--- src/rtl/instr_decode_stage.sv ---
// Decode stage for the 19-bit CPU: splits instruction words into fields and classes.
// The output register plus one skid entry sustain full throughput; illegal opcodes can halt intake.
//
// state  | meaning
// S_RUN  | accepting fetch words whenever the skid entry is free
// S_HALT | illegal opcode accepted; intake stopped, buffered words still drain; flush resumes
module instr_decode_stage #(
  parameter int PC_W            = 19,
  parameter bit HALT_ON_ILLEGAL = 1'b1
) (
  input  logic            clk,
  input  logic            rst_n,
  input  logic            flush,
  input  logic            in_valid,
  output logic            in_ready,
  input  logic [18:0]     in_instr,
  input  logic [PC_W-1:0] in_pc,
  output logic            out_valid,
  input  logic            out_ready,
  output logic [PC_W-1:0] out_pc,
  output logic [4:0]      out_opcode,
  output logic [2:0]      out_rd,
  output logic [2:0]      out_rs1,
  output logic [2:0]      out_rs2,
  output logic [18:0]     out_imm,
  output logic            out_is_alu,
  output logic            out_is_branch,
  output logic            out_is_mem,
  output logic            out_is_special,
  output logic            out_reg_we,
  output logic            out_mem_rd,
  output logic            out_mem_wr,
  output logic            out_illegal,
  output logic            halted
);

  localparam logic [4:0] OP_NOT  = 5'b00000;
  localparam logic [4:0] OP_AND  = 5'b00001;
  localparam logic [4:0] OP_OR   = 5'b00010;
  localparam logic [4:0] OP_XOR  = 5'b00011;
  localparam logic [4:0] OP_ADD  = 5'b00100;
  localparam logic [4:0] OP_SUB  = 5'b00101;
  localparam logic [4:0] OP_MUL  = 5'b00110;
  localparam logic [4:0] OP_DIV  = 5'b00111;
  localparam logic [4:0] OP_INC  = 5'b01000;
  localparam logic [4:0] OP_DEC  = 5'b01001;
  localparam logic [4:0] OP_JMP  = 5'b01100;
  localparam logic [4:0] OP_BEQ  = 5'b01101;
  localparam logic [4:0] OP_BNE  = 5'b01110;
  localparam logic [4:0] OP_CALL = 5'b01111;
  localparam logic [4:0] OP_RET  = 5'b10000;
  localparam logic [4:0] OP_LD   = 5'b10001;
  localparam logic [4:0] OP_ST   = 5'b10010;
  localparam logic [4:0] OP_FFT  = 5'b10011;
  localparam logic [4:0] OP_ENC  = 5'b10100;
  localparam logic [4:0] OP_DCR  = 5'b10101;

  typedef struct packed {
    logic [PC_W-1:0] pc;
    logic [4:0]      opcode;
    logic [2:0]      rd;
    logic [2:0]      rs1;
    logic [2:0]      rs2;
    logic [18:0]     imm;
    logic            is_alu;
    logic            is_branch;
    logic            is_mem;
    logic            is_special;
    logic            reg_we;
    logic            mem_rd;
    logic            mem_wr;
    logic            illegal;
  } bundle_t;

  typedef enum logic {S_RUN, S_HALT} state_t;

  state_t  state_q, state_d;
  bundle_t dec;
  bundle_t out_q, out_d;
  bundle_t skid_q, skid_d;
  logic    out_valid_q, out_valid_d;
  logic    skid_full_q, skid_full_d;
  logic    rdy_q, rdy_d;
  logic    accept;

  always_comb begin
    dec        = '0;
    dec.pc     = in_pc;
    dec.opcode = in_instr[18:14];
    unique case (in_instr[18:14])
      OP_AND, OP_OR, OP_XOR, OP_ADD, OP_SUB, OP_MUL, OP_DIV: begin
        dec.is_alu = 1'b1;
        dec.rd     = in_instr[13:11];
        dec.rs1    = in_instr[10:8];
        dec.rs2    = in_instr[7:5];
        dec.reg_we = 1'b1;
      end
      // Single-operand ALU ops ignore the rs2 slot.
      OP_NOT, OP_INC, OP_DEC: begin
        dec.is_alu = 1'b1;
        dec.rd     = in_instr[13:11];
        dec.rs1    = in_instr[10:8];
        dec.reg_we = 1'b1;
      end
      OP_FFT, OP_ENC, OP_DCR: begin
        dec.is_special = 1'b1;
        dec.rd         = in_instr[13:11];
        dec.rs1        = in_instr[10:8];
        dec.rs2        = in_instr[7:5];
        dec.reg_we     = 1'b1;
      end
      OP_LD: begin
        dec.is_mem = 1'b1;
        dec.rd     = in_instr[13:11];
        dec.imm    = {8'b0, in_instr[10:0]};
        dec.reg_we = 1'b1;
        dec.mem_rd = 1'b1;
      end
      OP_ST: begin
        dec.is_mem = 1'b1;
        dec.rs2    = in_instr[13:11];
        dec.imm    = {8'b0, in_instr[10:0]};
        dec.mem_wr = 1'b1;
      end
      OP_JMP, OP_CALL: begin
        dec.is_branch = 1'b1;
        dec.imm       = {8'b0, in_instr[10:0]};
      end
      OP_BEQ, OP_BNE: begin
        dec.is_branch = 1'b1;
        dec.rs1       = in_instr[13:11];
        dec.rs2       = in_instr[10:8];
        dec.imm       = {{11{in_instr[7]}}, in_instr[7:0]};
      end
      OP_RET: dec.is_branch = 1'b1;
      default: dec.illegal = 1'b1;
    endcase
  end

  assign in_ready = rdy_q && !flush;
  assign accept   = in_valid && in_ready;

  always_comb begin
    state_d     = state_q;
    out_d       = out_q;
    skid_d      = skid_q;
    out_valid_d = out_valid_q;
    skid_full_d = skid_full_q;
    if (flush) begin
      out_valid_d = 1'b0;
      skid_full_d = 1'b0;
      state_d     = S_RUN;
    end else begin
      if (!out_valid_q || out_ready) begin
        // Skid entry is older than any incoming word; it always goes first.
        if (skid_full_q) begin
          out_d       = skid_q;
          out_valid_d = 1'b1;
          skid_full_d = 1'b0;
        end else if (accept) begin
          out_d       = dec;
          out_valid_d = 1'b1;
        end else begin
          out_valid_d = 1'b0;
        end
      end else if (accept) begin
        skid_d      = dec;
        skid_full_d = 1'b1;
      end
      if (accept && dec.illegal && HALT_ON_ILLEGAL) state_d = S_HALT;
    end
    rdy_d = !skid_full_d && (state_d == S_RUN);
  end

  always_ff @(posedge clk or negedge rst_n) begin
    if (!rst_n) begin
      state_q     <= S_RUN;
      out_q       <= '0;
      skid_q      <= '0;
      out_valid_q <= 1'b0;
      skid_full_q <= 1'b0;
      rdy_q       <= 1'b1;
    end else begin
      state_q     <= state_d;
      out_q       <= out_d;
      skid_q      <= skid_d;
      out_valid_q <= out_valid_d;
      skid_full_q <= skid_full_d;
      rdy_q       <= rdy_d;
    end
  end

  assign out_valid      = out_valid_q;
  assign out_pc         = out_q.pc;
  assign out_opcode     = out_q.opcode;
  assign out_rd         = out_q.rd;
  assign out_rs1        = out_q.rs1;
  assign out_rs2        = out_q.rs2;
  assign out_imm        = out_q.imm;
  assign out_is_alu     = out_q.is_alu;
  assign out_is_branch  = out_q.is_branch;
  assign out_is_mem     = out_q.is_mem;
  assign out_is_special = out_q.is_special;
  assign out_reg_we     = out_q.reg_we;
  assign out_mem_rd     = out_q.mem_rd;
  assign out_mem_wr     = out_q.mem_wr;
  assign out_illegal    = out_q.illegal;
  assign halted         = (state_q == S_HALT);

endmodule

--- config.mk ---
export PLATFORM = sky130hd
export DESIGN_NAME = instr_decode_stage
export DESIGN_NICKNAME = d
export VERILOG_FILES = /design/src/rtl/instr_decode_stage.sv
export SDC_FILE = /design/constraint.sdc
export NUM_CORES = 1
export LEC_CHECK = 0
export CORE_ASPECT_RATIO = 0.75
export CORE_MARGIN = 3
export CORE_UTILIZATION = 45
export CTS_CLUSTER_DIAMETER = 30
export CTS_CLUSTER_SIZE = 28
export DETAILED_ROUTE_END_ITERATION = 16
export GPL_ROUTABILITY_DRIVEN = 1
export HOLD_SLACK_MARGIN = 0.05
export PLACE_DENSITY = 0.82
export SLEW_MARGIN = 5
export SYNTH_ARGS = -nofsm -noshare
export SYNTH_HDL_FRONTEND = slang
export SYNTH_SLANG_ARGS = --single-unit
export TNS_END_PERCENT = 20
--- constraint.sdc ---
create_clock -name clk -period 1.59 [get_ports clk]
set_clock_uncertainty 0.1 [all_clocks]
set_input_delay 0.318 -clock clk [delete_from_list [all_inputs] [get_ports clk]]
set_output_delay 0.318 -clock clk [all_outputs]
set_load 0.005 [all_outputs]
* After elaboration in Yosys (flattened, before gate mapping) *
Cells that the tools add are included.

cells by class
  equal/unequal tests = 19
  multiplexer cells = 23
  bitwise logic cells = 3
  reduce and logical (&&, ||, !) cells = 23

operators by type and width
  kind                number
  $mux 60             2
  $pmux 19 s2         1
  $eq 5x4->1 const B  6
  $eq 5x5->1 const B  6
  $eq 5x3->1 const B  4
  $reduce_or 10->1    2
  $reduce_or 20->1    1
  $mux 1              17
  $reduce_or 14->1    1
  $reduce_or 13->1    1
  $eq 5x2->1 const B  2
  $pmux 3 s3          1
  $pmux 3 s2          1
  $reduce_and 3->1    2
  $eq 5x1->1 const B  1
  $logic_not 5->1     1
  $reduce_or 5->1     1
  $logic_and 1x1->1   4
  $reduce_bool 2->1   2
  $reduce_or 2->1     2
  $reduce_or 4->1     1
  $logic_not 1->1     3
  $mux 3              1
  $not 1->1           3
  2 further kinds     2

word-level totals
  register bits after elaboration = 124
  input port bits = 43
  word-level logic and storage cells = 100

* Longest topological paths before layout *
  depth after elaboration = 8
  depth in mapped cells = 7
  depth with buffers taken out = 5

* Worst setup path before layout *
OpenSTA, ideal clock, no wires.

  path kind = flip-flop to flip-flop
  start point = reg rdy_q
  end point = reg skid_q[37] in the netlist's numbering
  library setup time = 0.125 ns
  arrival = 1.451 ns
  required time = 1.365 ns
  slack = -0.085 ns
  cell stages (with the launch flop) = 6
  clock period less this slack = 1.675 ns
  path through = dfstp_2 -> nand2_1 -> or3_1 -> buf_2 -> buf_2 -> mux2_2

on the way
  cells in the longest elaborated chain, start to end = 3

ends and longest elaborated chain
  item                               RTL line  RTL
  from (decl)                        83        logic rdy_q, rdy_d;
  from (signal assigned)             189       rdy_q <= rdy_d;
  $logic_and 1x1->1                  140       assign in_ready = rdy_q && !flush;
  $logic_and 1x1->1                  141       assign accept = in_valid && in_ready;
  $reduce_and 3->1 (no source line)  n/a
  to (signal assigned)               186       skid_q <= skid_d;
  to (decl)                          80        bundle_t skid_q, skid_d;

Every way passes these cells.
A chain may end at the register's enable or synchronous reset.

* Worst setup path after layout *
  start point = reg rdy_q
  end point = reg out_q, in the netlist out_is_special

on the way
  cells in the longest elaborated chain, start to end = 4

ends and longest elaborated chain
  item                                RTL line  RTL
  $logic_and 1x1->1                   140
  $logic_and 1x1->1                   141
  $reduce_bool 2->1 (no source line)  n/a
  $reduce_and 3->1 (no source line)   n/a
  to (signal assigned)                185       out_q <= out_d;
  to (decl)                           79        bundle_t out_q, out_d;

Every way passes these cells.

==> impl_metrics.py <==
metrics = {
    "placed_design": {
        "placed_cells": 718,
        "gp_congestion": 0.8691,
        "dp_hpwl_um": 8747,
        "port_buffers": 105,
    },
    "global_routing": {
        "grt.overflow.total": 0,
        "antenna_found_initial": 1,
        "grtUsageTotal_pct": 23.37,
        "grt_pass1_wl_um": 22270,
        "grt_max_degree": 41,
        "grt_pass1_vias": 4259,
    },
    "drt": {
        "vias": 4166,
        "postRouteAntennaNets": 0,
        "via_per_inst": 5.570,
        "drc": 0,
        "drt_pass1_iterations": 5,
        "drtIter0Drc": 380,
        "wirelength_um": 14050,
        "wl_per_cell_um": 18.79,
    },
    "sta": {
        "finalHoldViolations": 0,
        "fin_crit_ps": 1744,
        "fmax_mhz": 573.5,
        "setup_violations": 101,
        "slew_headroom_pct": 70.71,
        "worst_pin_slew_ps": 439.3,
        "fin_crit_sh_pct": 109.7,
        "fin_ws_ps": -153.8,
        "rsz0062_at_grt": "yes",
        "slew_viol_final": 0,
    },
    "floorplanning": {
        "fp.dieW_um": 126.2,
        "coreArea_um2": 10410,
        "start_util_pct": 46.80,
        "die-area_um2": 12120,
        "io_pins": 106,
        "die_h_um": 96.12,
        "std_cell_rows": 32,
    },
    "clocking": {
        "clk_latency_ps": 340,
        "cts_root_buf": "clkbuf_16",
        "clk_pin_slew_ps": 70,
        "tritoncts": "done",
        "clock-sinks": 110,
        "cts_buffers": 9,
        "clockBufferDepth": 2,
        "cts_max_level": 3,
    },
    "synthesis": {
        "yosysWarnings": 0,
        "ys_seq_elements": 110,
        "synth.top_cell.area_share_pct": 55.98,
        "synth_nets": 508,
        "synth_flop_cell": "dfrtp_1",
        "yosysSeqAreaShare_pct": 56.52,
        "synth_area_um2": 4872,
        "synthArstFlopShare_pct": 100.0,
        "avgSynthCellArea_um2": 10.48,
        "yosys.area.top_type": "dfrtp_1",
        "syn_inst": 465,
        "synthTopCellsByCount": "dfrtp_1, nand2_1, o21ai_0",
        "synthTopCellsByArea": "dfrtp_1, nand2_1, mux2_2",
        "synth.most_common_cell": "dfrtp_1",
        "synth-edff-count": 0,
        "synth.distinct_cells": 40,
    },
    "power": {
        "p_switching_uw": 2088,
        "ir_worst_vdd_mv": 0.5772,
        "pwr-share-seq_pct": 47.0,
        "cellInternalPower_uw": 5696,
        "clockPowerShare_pct": 30.6,
        "pwr-share-comb_pct": 22.4,
        "p_leak_uw": 0.003339,
        "p_sw_share_pct": 26.82,
        "power_density_nw_per_um2": 1091,
    },
    "cells_and_area": {
        "final-seq-area_um2": 2756,
        "multi_input_area_um2": 2135,
        "final_cells": 748,
        "fillCellCount": 780,
        "area_growth_pct": 46.38,
        "layout-drive-gt1-share_pct": 27.33,
        "final_core_util_pct": 68.51,
        "nNetsFinal": 649,
    },
    "outcome": {
        "status": "finished, violations left",
        "violations": "setup timing",
    },
    "flow_run": {
        "drv_cap": 0,
    },
    "worst_setup_path": {
        "startpoint_type": "flip-flop",
        "worstPathRequired_ps": 1720,
        "critPathMaxFanout": 12,
        "end_kind": "flip-flop",
        "arrival_ps": 1870,
        "crit_start": "rdy_q",
        "timing.rr.start": "rdy_q",
        "worst-setup-path-type": "reg2reg",
    },
    "hold_path": {
        "hold_class": "in2async",
    },
}
## cells by family (layout without fill, tap and decap cells)
kind of cell,count (synthesis),after routing,synth area share [%]
AND/OR/NAND/NOR,140,140,12.71
XOR/XNOR,1,1,0.1798
buffers and inverters,43,189,4.288
flip-flops,110,110,56.52
AO/OA/AOI/OAI,120,120,15.07
other,0,1,0
multiplexers,51,51,11.22
## final cells by class
class                           count  share of cell area (%)
Sequential cell                   110                   38.65
Multi-Input combinational cell    312                   29.93
Timing Repair Buffer              170                   24.33
Clock buffer                       14                   3.982
Tap cell                          136                   2.386
Clock inverter                      2                  0.5263
Inverter                            3                  0.1579
Antenna cell                        1                 0.03509
## cells in the final DEF (no fill, tap or decap), drive strengths merged, types with 3 or more instances in the layout
cell type	netlist	layout
dfrtp	109	109
nand2	96	96
o21ai	69	69
dlygate4sd2	0	68
buf	25	63
clkdlybuf4s50	0	34
mux2	26	26
mux2i	25	25
nand3	16	16
a21oi	15	15
o211ai	15	15
clkbuf	15	14
nor2	10	10
a31oi	5	5
nand2b	3	3
inv	3	3
a222oi	3	3
bufbuf	0	3
nor2b	3	3
and3	3	3
a22oi	3	3
a211oi	3	3
## flip-flops by register name, indices dropped and copies added (netlist names)
name,count
out_is_branch,1
out_mem_wr,1
skid_q,53
out_illegal,1
halted,1
out_pc,19
out_imm,12
rdy_q,1
out_rd,3
out_rs2,3
out_is_mem,1
out_is_alu,1
out_is_special,1
out_valid,1
out_reg_we,1
out_opcode,5
skid_full_q,1
out_rs1,3
out_mem_rd,1
## worst max-delay path, cell delays in order (launching register included)
cell and delay, ps:
dfstp_2 560, a21oi_2 70, or3_4 420, buf_12 180, a21oi_1 100, o21ai_1 70
o21a_1 120
## power by group through the flow
stage / clock, µW / sequential, µW / combinational [µW]
6_report: 2380 / 3660 / 1740
5_1_grt: 2540 / 3720 / 1910
4_1_cts: 2430 / 3640 / 1690
3_5_place_dp: 0 / 3700 / 1750
3_3_place_gp: 0 / 3660 / 1680
2_1_floorplan: 0 / 3650 / 723
## layer usage
| layer | vias up | part of all wire (%) | track usage (%) |
|---|---|---|---|
| met2 | 198 | 48 | 38.98 |
| met4 | 0 | 2.4 | 7.411 |
| li1 | 1907 | - | - |
| met5 | - | 0 | 0 |
| met1 | 2029 | 43 | 30.76 |
| met3 | 32 | 7.5 | 5.380 |
## path summary, 6_finish.rpt
| kind | endpoint | slack (ps) | cells after the start |
|---|---|---|---|
| max | out_is_special | -150 | 6 |
| max in group asynchronous | out_imm[3] | 440 | 4 |
| min in group clk | out_pc[13] | 380 | 2 |
| min | out_imm[17] | 310 | 2 |
| max reg2reg | out_is_special | -150 | 6 |
| min reg2reg | out_pc[13] | 380 | 2 |
## through the flow
stage	cell area (µm²)	hold WS (ps)	TNS [ps]	total power [µW]	worst slack [ps]
6_report	7132	311.6	-10440	7784	-153.8
5_1_grt	7132	336.0	-14690	8162	-210.3
4_1_cts	7042	312.7	-8288	7762	-120.9
3_5_place_dp	6461	134.8	-56510	5444	-612.0
3_3_place_gp	6461	131.7	-51210	5345	-553.8
2_1_floorplan	4982	-77.59	-3086	4370	-51.70
## what timing repair did
item / CTS / global route
cloned: 6 / 0
pin swaps: 14 / 12
endpoints found under the hold margin: 21 / 0
buffers inserted: 7 / 0
endpoints found under the setup margin: 171 / 107
gates resized for setup: 138 / 33
hold buffers: 1 / 0
Power figures use the tool's default switching activity.
